==> src/rtl/cordic_seq_ctrl.sv <==
// cordic_seq_ctrl: sequences load, per-iteration enable/LUT address and rotation direction for a sequential CORDIC datapath.
module cordic_seq_ctrl #(
  parameter int NITER_MAX = 16,
  parameter int ADDR_W = 6,
  parameter int CNT_W = 5
) (
  input  logic clock,
  input  logic reset,
  input  logic start,
  input  logic abort,
  input  logic rotvec,
  input  logic [CNT_W-1:0] niter,
  input  logic z_sign,
  input  logic y_sign,
  output logic [ADDR_W-1:0] rom_addr,
  output logic load,
  output logic en,
  output logic dir,
  output logic mode,
  output logic busy,
  output logic done
);
  typedef enum logic [1:0] {IDLE, LOAD, ITER, DONE} state_t;
  state_t state;
  logic [CNT_W-1:0] cnt, last, n_eff;
  assign n_eff = (niter == '0 || niter > CNT_W'(NITER_MAX)) ? CNT_W'(NITER_MAX) : niter;
  assign rom_addr = ADDR_W'(cnt);
  // Direction steers z towards 0 in rotation mode, y towards 0 in vectoring mode.
  assign dir = en & (mode ? y_sign : ~z_sign);
  always_ff @(posedge clock or posedge reset) begin
    if (reset) begin
      state <= IDLE;
      cnt <= '0;
      last <= '0;
      mode <= 1'b0;
      load <= 1'b0;
      en <= 1'b0;
      busy <= 1'b0;
      done <= 1'b0;
    end else begin
      load <= 1'b0;
      done <= 1'b0;
      case (state)
        IDLE: if (start && !abort) begin
          state <= LOAD;
          mode <= rotvec;
          last <= n_eff - CNT_W'(1);
          cnt <= '0;
          load <= 1'b1;
          busy <= 1'b1;
        end
        LOAD: if (abort) begin
          state <= IDLE;
          busy <= 1'b0;
        end else begin
          state <= ITER;
          en <= 1'b1;
        end
        ITER: if (abort || cnt == last) begin
          state <= abort ? IDLE : DONE;
          done <= !abort;
          en <= 1'b0;
          busy <= 1'b0;
          cnt <= '0;
        end else begin
          cnt <= cnt + CNT_W'(1);
        end
        default: state <= IDLE;
      endcase
    end
  end
endmodule

==> config.mk <==
export PLATFORM = sky130hd
export DESIGN_NAME = cordic_seq_ctrl
export DESIGN_NICKNAME = d
export VERILOG_FILES = /design/src/rtl/cordic_seq_ctrl.sv
export SDC_FILE = /design/constraint.sdc
export NUM_CORES = 1
export LEC_CHECK = 0
export CORE_ASPECT_RATIO = 0.9
export CORE_MARGIN = 10
export CORE_UTILIZATION = 25
export CTS_CLUSTER_DIAMETER = 50
export CTS_CLUSTER_SIZE = 20
export DETAILED_ROUTE_END_ITERATION = 8
export GPL_ROUTABILITY_DRIVEN = 0
export PLACE_DENSITY = 0.56
export SYNTH_ARGS = -nofsm -noshare
export SYNTH_HDL_FRONTEND = slang
export SYNTH_SLANG_ARGS = --single-unit
==> constraint.sdc <==
create_clock -name clock -period 1.53 [get_ports clock]
set_clock_uncertainty 0.05 [all_clocks]
set_input_delay 0.306 -clock clock [delete_from_list [all_inputs] [get_ports clock]]
set_output_delay 0.306 -clock clock [all_outputs]
set_load 0.05 [all_outputs]
==> impl_metrics.ini, run 1 <==
[status]
status = complete, but fails checks
violations = setup timing

[logic_synthesis]
synth-xor-area-share_pct = 6.10
synth_top_family_by_area = compound AO/OA/AOI/OAI gates
synth_top_area_share_pct = 42.3
synthMuxAreaShare_pct = 2.49
netlist_area_mm2 = 0.00100
syn_area_per_cell_um2 = 9.30
synth_area_leaders = dfrtp_1 42%, ha_1 8.7%, nand2_1 8.2%, o21ai_0 5.5%, xor2_1 4.4%
synth_compound_area_share_pct = 17.9
synthCells = 108
synthFlopType = dfrtp_1
synth_fa_ha_area_share_pct = 8.72
synth_edf_count = 0
synth_common_cells = 22 x nand2_1, 17 x dfrtp_1, 11 x o21ai_0
netlist-cell-type-count = 30
ys_ff_latch = 17
ys.warnings.count = 0
netlist.top_cell.by_area = dfrtp_1
synth_nets = 127
ys_seq_area_share_pct = 42.3
yosysMostFrequentCell = nand2_1
synth-simple-area-share_pct = 17.2
async_flop_share_pct = 100

[drt]
dr.pass1.iters = 2
drc = 0
antenna_left = 0
vias = 928
totalWireLength_um = 2690
wire_per_inst_um = 12.5
routed_via_density = 4.32
drt_iter0_markers = 40

[timing]
layout_setup_ws_ns = -0.133
hold_viol = 0
slew_violations = 0
min_period_ns = 1.66
setup_viol = 4
post-route-period-util_pct = 109
maxClockFrequency_ghz = 0.601
rsz0062_at_grt = true

[cts]
root_buffer = clkbuf_8
htree_levels = 1
ctsHoldBuffers = 0
cts.sinks = 17
clk_latency_ns = 0.26
cts_buffer_depth = 2
cts_tree = built
numCtsBuffers = 3
cts.clk_slew.worst_paths_ns = 0.07

[floorplan]
core_area_mm2 = 0.00381
row_count = 21
initial_core_util_pct = 26.4
die_area_mm2 = 0.00696
die_w_um = 86.8
ios = 24
fp.dieH_um = 80.1

[worst_setup_path]
cp_slowest_cell = or4_4
r2r_slack_ns = -0.02
critPathKind = in -> reg
max_stage_delay_ns = 0.55
path_cells = buf_6 > or4_4 > ha_4 > inv_4 > nand2_4 > ha_4 > o21ai_2 > xnor2_1 > o21ai_1
reg2regPathDepth = 5
required_ns = 1.62
arrival_ns = 1.75
worstPathMaxFanout = 3
cp-end-kind = flip-flop
cpMostUsedCell = ha_4
setup.worst_path.start_class = primary input

[power_and_ir_drop]
pwr-share-seq_pct = 26.2
p_leak_uw = 0.000881
p_sw_uw = 1150
p_per_area_mw_per_mm2 = 1490
p_comb_share_pct = 61.8
peakVddDrop_uv = 649
internal-power_uw = 1700
p_total_uw = 2850
sw_frac_of_total_pct = 40.5
clkPwrFrac_pct = 12.0

[flow_run]
maxCapViolations = 0

[layout]
antenna_cells = 0
drive_gt1_share_pct = 56.8
nets = 189
finalNonFillerCells = 215
area_growth_pct = 89.7

[global_route]
grt_max_degree = 18
antenna_found_initial = 0
grtUsageTotal_pct = 7.59
first_global_vias = 893
overflow = 0
grt_pass1_wl_um = 4340

[placement]
port_buffers = 22
place_ws_ns = -0.752
placed_cells = 200
dp_hpwl_um = 1980

[worst_hold_path]
hp-class = in -> async
## logic make-up after synthesis
logic type,Yosys count
other,1
adder cells (fa/ha/maj),7
AO/OA/AOI/OAI,25
multiplexers,2
buffers and inverters,12
XOR/XNOR,7
AND/OR/NAND/NOR,37
flip-flops,17
## power groups by stage
stage	combinational, µW	clock (µW)	sequential, µW
2_1_floorplan	638	0	894
3_3_place_gp	1440	0	731
3_5_place_dp	1460	0	734
4_1_cts	1570	353	723
5_1_grt	1900	382	773
6_report	1760	343	745
## critical path, delay by kind of cell
kind / cells / cell delay [ns]
AND/OR/NAND/NOR: 2 / 0.61
adder cells (fa/ha/maj): 2 / 0.45
buffers and inverters: 2 / 0.14
AO/OA/AOI/OAI: 2 / 0.13
XOR/XNOR: 1 / 0.12
## worst paths after layout
| path | startpoint | endpoint |
|---|---|---|
| min in group clock | last[1] | last[1] |
| hold reg to reg | last[1] | last[1] |
| max in group asynchronous | reset | cnt[4] |
| hold / removal | reset | en |
| setup reg to reg | last[0] | state[0] |
| setup / recovery | niter[0] | last[4] |
## flip-flops by register name, summed over array words and instances (netlist names)
| name | cells |
|---|---|
| load | 1 |
| cnt | 5 |
| last | 5 |
| mode | 1 |
| en | 1 |
| done | 1 |
| state | 2 |
| busy | 1 |
## metal layers
| metal | part of all wire [%] | wire length, µm | vias up | GRT usage, % |
|---|---|---|---|---|
| li1 | - | - | 477 | - |
| met1 | 43 | 1150 | 429 | 9.27 |
| met2 | 51 | 1370 | 20 | 11.9 |
| met3 | 5.2 | 139 | 2 | 2.42 |
| met4 | 1.3 | 34 | 0 | 3.40 |
| met5 | 0 | 0 | - | 0 |
## cell type report
cell class,instances,area [µm²]
multi-input cells,79,709
repair buffers,59,617
inverters,10,42.5
clock buffers,3,41.3
fillers,337,1900
clock inverters,1,5.00
flip-flops and latches,17,433
well taps,46,57.6
## cell usage in the layout (no fill, tap or decap), types with 3 or more instances in the layout
master	synthesis	layout
buf_12	0	11
buf_4	1	33
buf_6	0	5
clkbuf_8	0	3
clkdlybuf4s50_1	0	6
dfrtp_1	17	11
dfrtp_2	0	6
ha_1	7	3
ha_4	0	4
inv_1	10	5
inv_2	0	3
nand2_1	22	19
nor2_1	4	4
o21ai_0	11	3
o21ai_1	0	6
xor2_2	0	3
## through the flow
stage	hold slack (ns)	area, µm²	util (%)	TNS (ns)
floorplan	0.182	1060	-	-0.958
global placement	0.442	1640	43.0	-4.01
detailed placement	0.444	1640	43.0	-4.49
CTS	0.318	1730	45.5	-0.259
global route	0.343	1910	50.0	-0.628
finish	0.312	1910	50.0	-0.255
## repair_timing
item,in CTS,in global routing
endpoints found under the setup margin,9,13
pin swaps,9,12
setup buffers,5,6
gates resized for setup,25,27
Note: power is estimated with default switching activity, not from simulation.
==> run 2, diff against run 1 <==
--- a/config.mk
+++ b/config.mk
@@ -5,6 +5,7 @@
 export SDC_FILE = /design/constraint.sdc
 export NUM_CORES = 1
 export LEC_CHECK = 0
+export CAP_MARGIN = 20
 export CORE_ASPECT_RATIO = 0.9
 export CORE_MARGIN = 10
 export CORE_UTILIZATION = 25
==> results of run 2 <==
The final DEF is identical to that of run 1; final timing and power are the same.
==> run 3, diff against run 2 <==
--- a/config.mk
+++ b/config.mk
@@ -13,6 +13,7 @@
 export CTS_CLUSTER_SIZE = 20
 export DETAILED_ROUTE_END_ITERATION = 8
 export GPL_ROUTABILITY_DRIVEN = 0
+export GPL_TIMING_DRIVEN = 0
 export PLACE_DENSITY = 0.56
 export SYNTH_ARGS = -nofsm -noshare
 export SYNTH_HDL_FRONTEND = slang
==> run 3 against run 2 <==
  * The run still ends with setup timing left
  * Combinational power decreased by 11%
  * Maximum frequency increased by 0.10%
  * Cell count decreased by 5.1%
  * Worst hold slack improved by 0.055 ns
  * Critical path depth unchanged
  * Setup slack improved by 0.0017 ns
  * Flip-flop and latch count unchanged
  * Non-clock buffer count decreased by 11
  * Largest cell class unchanged
==> impl_metrics.ini, run 3 (synthesis results as in run 1) <==
[worst_setup_path]
arrival_ns = 1.75
cp-end-kind = flip-flop
required_ns = 1.62
critPathKind = in -> reg
setup.worst_path.start_class = primary input
path_cells = buf_8 > or4_4 > ha_4 > inv_4 > nand2_4 > ha_4 > o21ai_2 > xnor2_1 > o21ai_1
max_stage_delay_ns = 0.54
cpMostUsedCell = ha_4
cp_slowest_cell = or4_4
reg2regPathDepth = 5
worstPathMaxFanout = 3

[drt]
dr.pass1.iters = 4
wire_per_inst_um = 14.0
totalWireLength_um = 2850
vias = 940
drc = 0
antenna_left = 0
routed_via_density = 4.61
drt_iter0_markers = 50

[timing]
maxClockFrequency_ghz = 0.602
slew_violations = 0
hold_ws_ns = 0.368
hold_viol = 0
setup_viol = 8
layout_setup_ws_ns = -0.131
tightest_slew_ns = 0.642
post-route-period-util_pct = 109
rsz0062_at_grt = true
tns_ns = -0.471
slew_headroom_pct = 57.2
min_period_ns = 1.66

[layout]
final_util_pct = 44.8
final_cell_mix = 21 x buf_4, 18 x nand2_1, 12 x dfrtp_1
drive_gt1_share_pct = 52.5
finalNonFillerCells = 204
fillers = 352
largest_registers = cnt x5, last x5, state x2
layout_commonest_cell = buf_4
area_growth_pct = 69.7
antenna_cells = 0
nets = 178
postLayoutCellArea_mm2 = 0.00171

[floorplan]
die_w_um = 86.8
row_count = 21
initial_core_util_pct = 26.4
ios = 24
fp.dieH_um = 80.1
core_area_mm2 = 0.00381
die_area_mm2 = 0.00696

[global_route]
grt_busiest_layer = met2
first_global_vias = 947
met1_usage_pct = 8.62
grt.met3_usage_pct = 2.32
grt_max_degree = 18
antenna_found_initial = 0
overflow = 0
grt_pass1_wl_um = 4410
grtUsageMet2_pct = 13.3
grtUsageTotal_pct = 7.94

[placement]
dpl-instance-area_mm2 = 0.00134
placed_cells = 176
dp_hpwl_um = 1850
port_buffers = 22

[cts]
cts.clk_slew.worst_paths_ns = 0.06
htree_levels = 1
cts.sinks = 17
cts_tree = built
cts_buffer_depth = 2
root_buffer = clkbuf_8
clk_latency_ns = 0.26
numCtsBuffers = 3
ctsHoldBuffers = 0

[power_and_ir_drop]
p_leak_uw = 0.000805
p_per_area_mw_per_mm2 = 1530
peakVddDrop_uv = 652

[worst_hold_path]
hp-class = in -> reg
hold_depth = 4

[status]
violations = setup timing
status = complete, but fails checks

[flow_run]
maxCapViolations = 0
run 3: changes by cell type in the layout (fill, tap and decap cells not counted), moves of 2 or more:
cell	previous run	this run
dlygate4sd2_1	0	2
clkbuf_2	0	3
buf_8	0	2
o21ai_0	3	1
buf_12	11	0
xor2_2	3	1
buf_4	33	21
xor2_1	2	4
clkdlybuf4s15_2	0	4
run 3: routing by layer:
metal,wire [µm],up-vias
met4,76,0
met5,0,-
li1,-,462
met1,1170,445
met2,1460,27
met3,143,6
run 3: report_power, final:
part           internal (µW)  total, µW  switching [µW]  leakage, µW
combinational            709       1560             848     0.000572
clock                    185        335             150    0.0000228
sequential               599        712             113     0.000211
total                   1490       2600            1110     0.000805
run 3: repair_timing:
item,in CTS,in global routing
gates resized for setup,65,30
buffers inserted,16,9
endpoints found under the setup margin,25,17
pin swaps,13,10
run 3: worst paths after layout:
kind	start	end	slack, ns
setup / recovery	niter[2]	last[4]	-0.13
hold / removal	niter[1]	last[1]	0.37
setup reg to reg	cnt[3]	state[0]	-0.11
hold reg to reg	busy	busy	0.45
max in group asynchronous	reset	cnt[1]	0.60
min in group asynchronous	reset	state[1]	0.38
run 3: final cells by class:
type / count / area (µm²) / share of cell area (%)
Multi-Input combinational cell: 79 / 703 / 41.2
Tap cell: 46 / 57.6 / 3.37
Clock buffer: 4 / 45.0 / 2.64
Inverter: 10 / 42.5 / 2.49
Sequential cell: 17 / 432 / 25.3
Timing Repair Buffer: 47 / 418 / 24.5
Buffer: 1 / 7.51 / 0.440
run 3: stage by stage:
stage / setup WS [ns] / power (µW)
CTS: -0.145 / 2410
global route: -0.190 / 2760
detailed placement: -0.843 / 1840
floorplan: -0.281 / 1530
finish: -0.131 / 2600
global placement: -0.796 / 1810
run 3: critical path, delay by kind of cell:
family / cells / cell delay [ns]
AND/OR/NAND/NOR: 2 / 0.59
adder cells (fa/ha/maj): 2 / 0.45
buffers and inverters: 2 / 0.14
XOR/XNOR: 1 / 0.14
AO/OA/AOI/OAI: 2 / 0.12
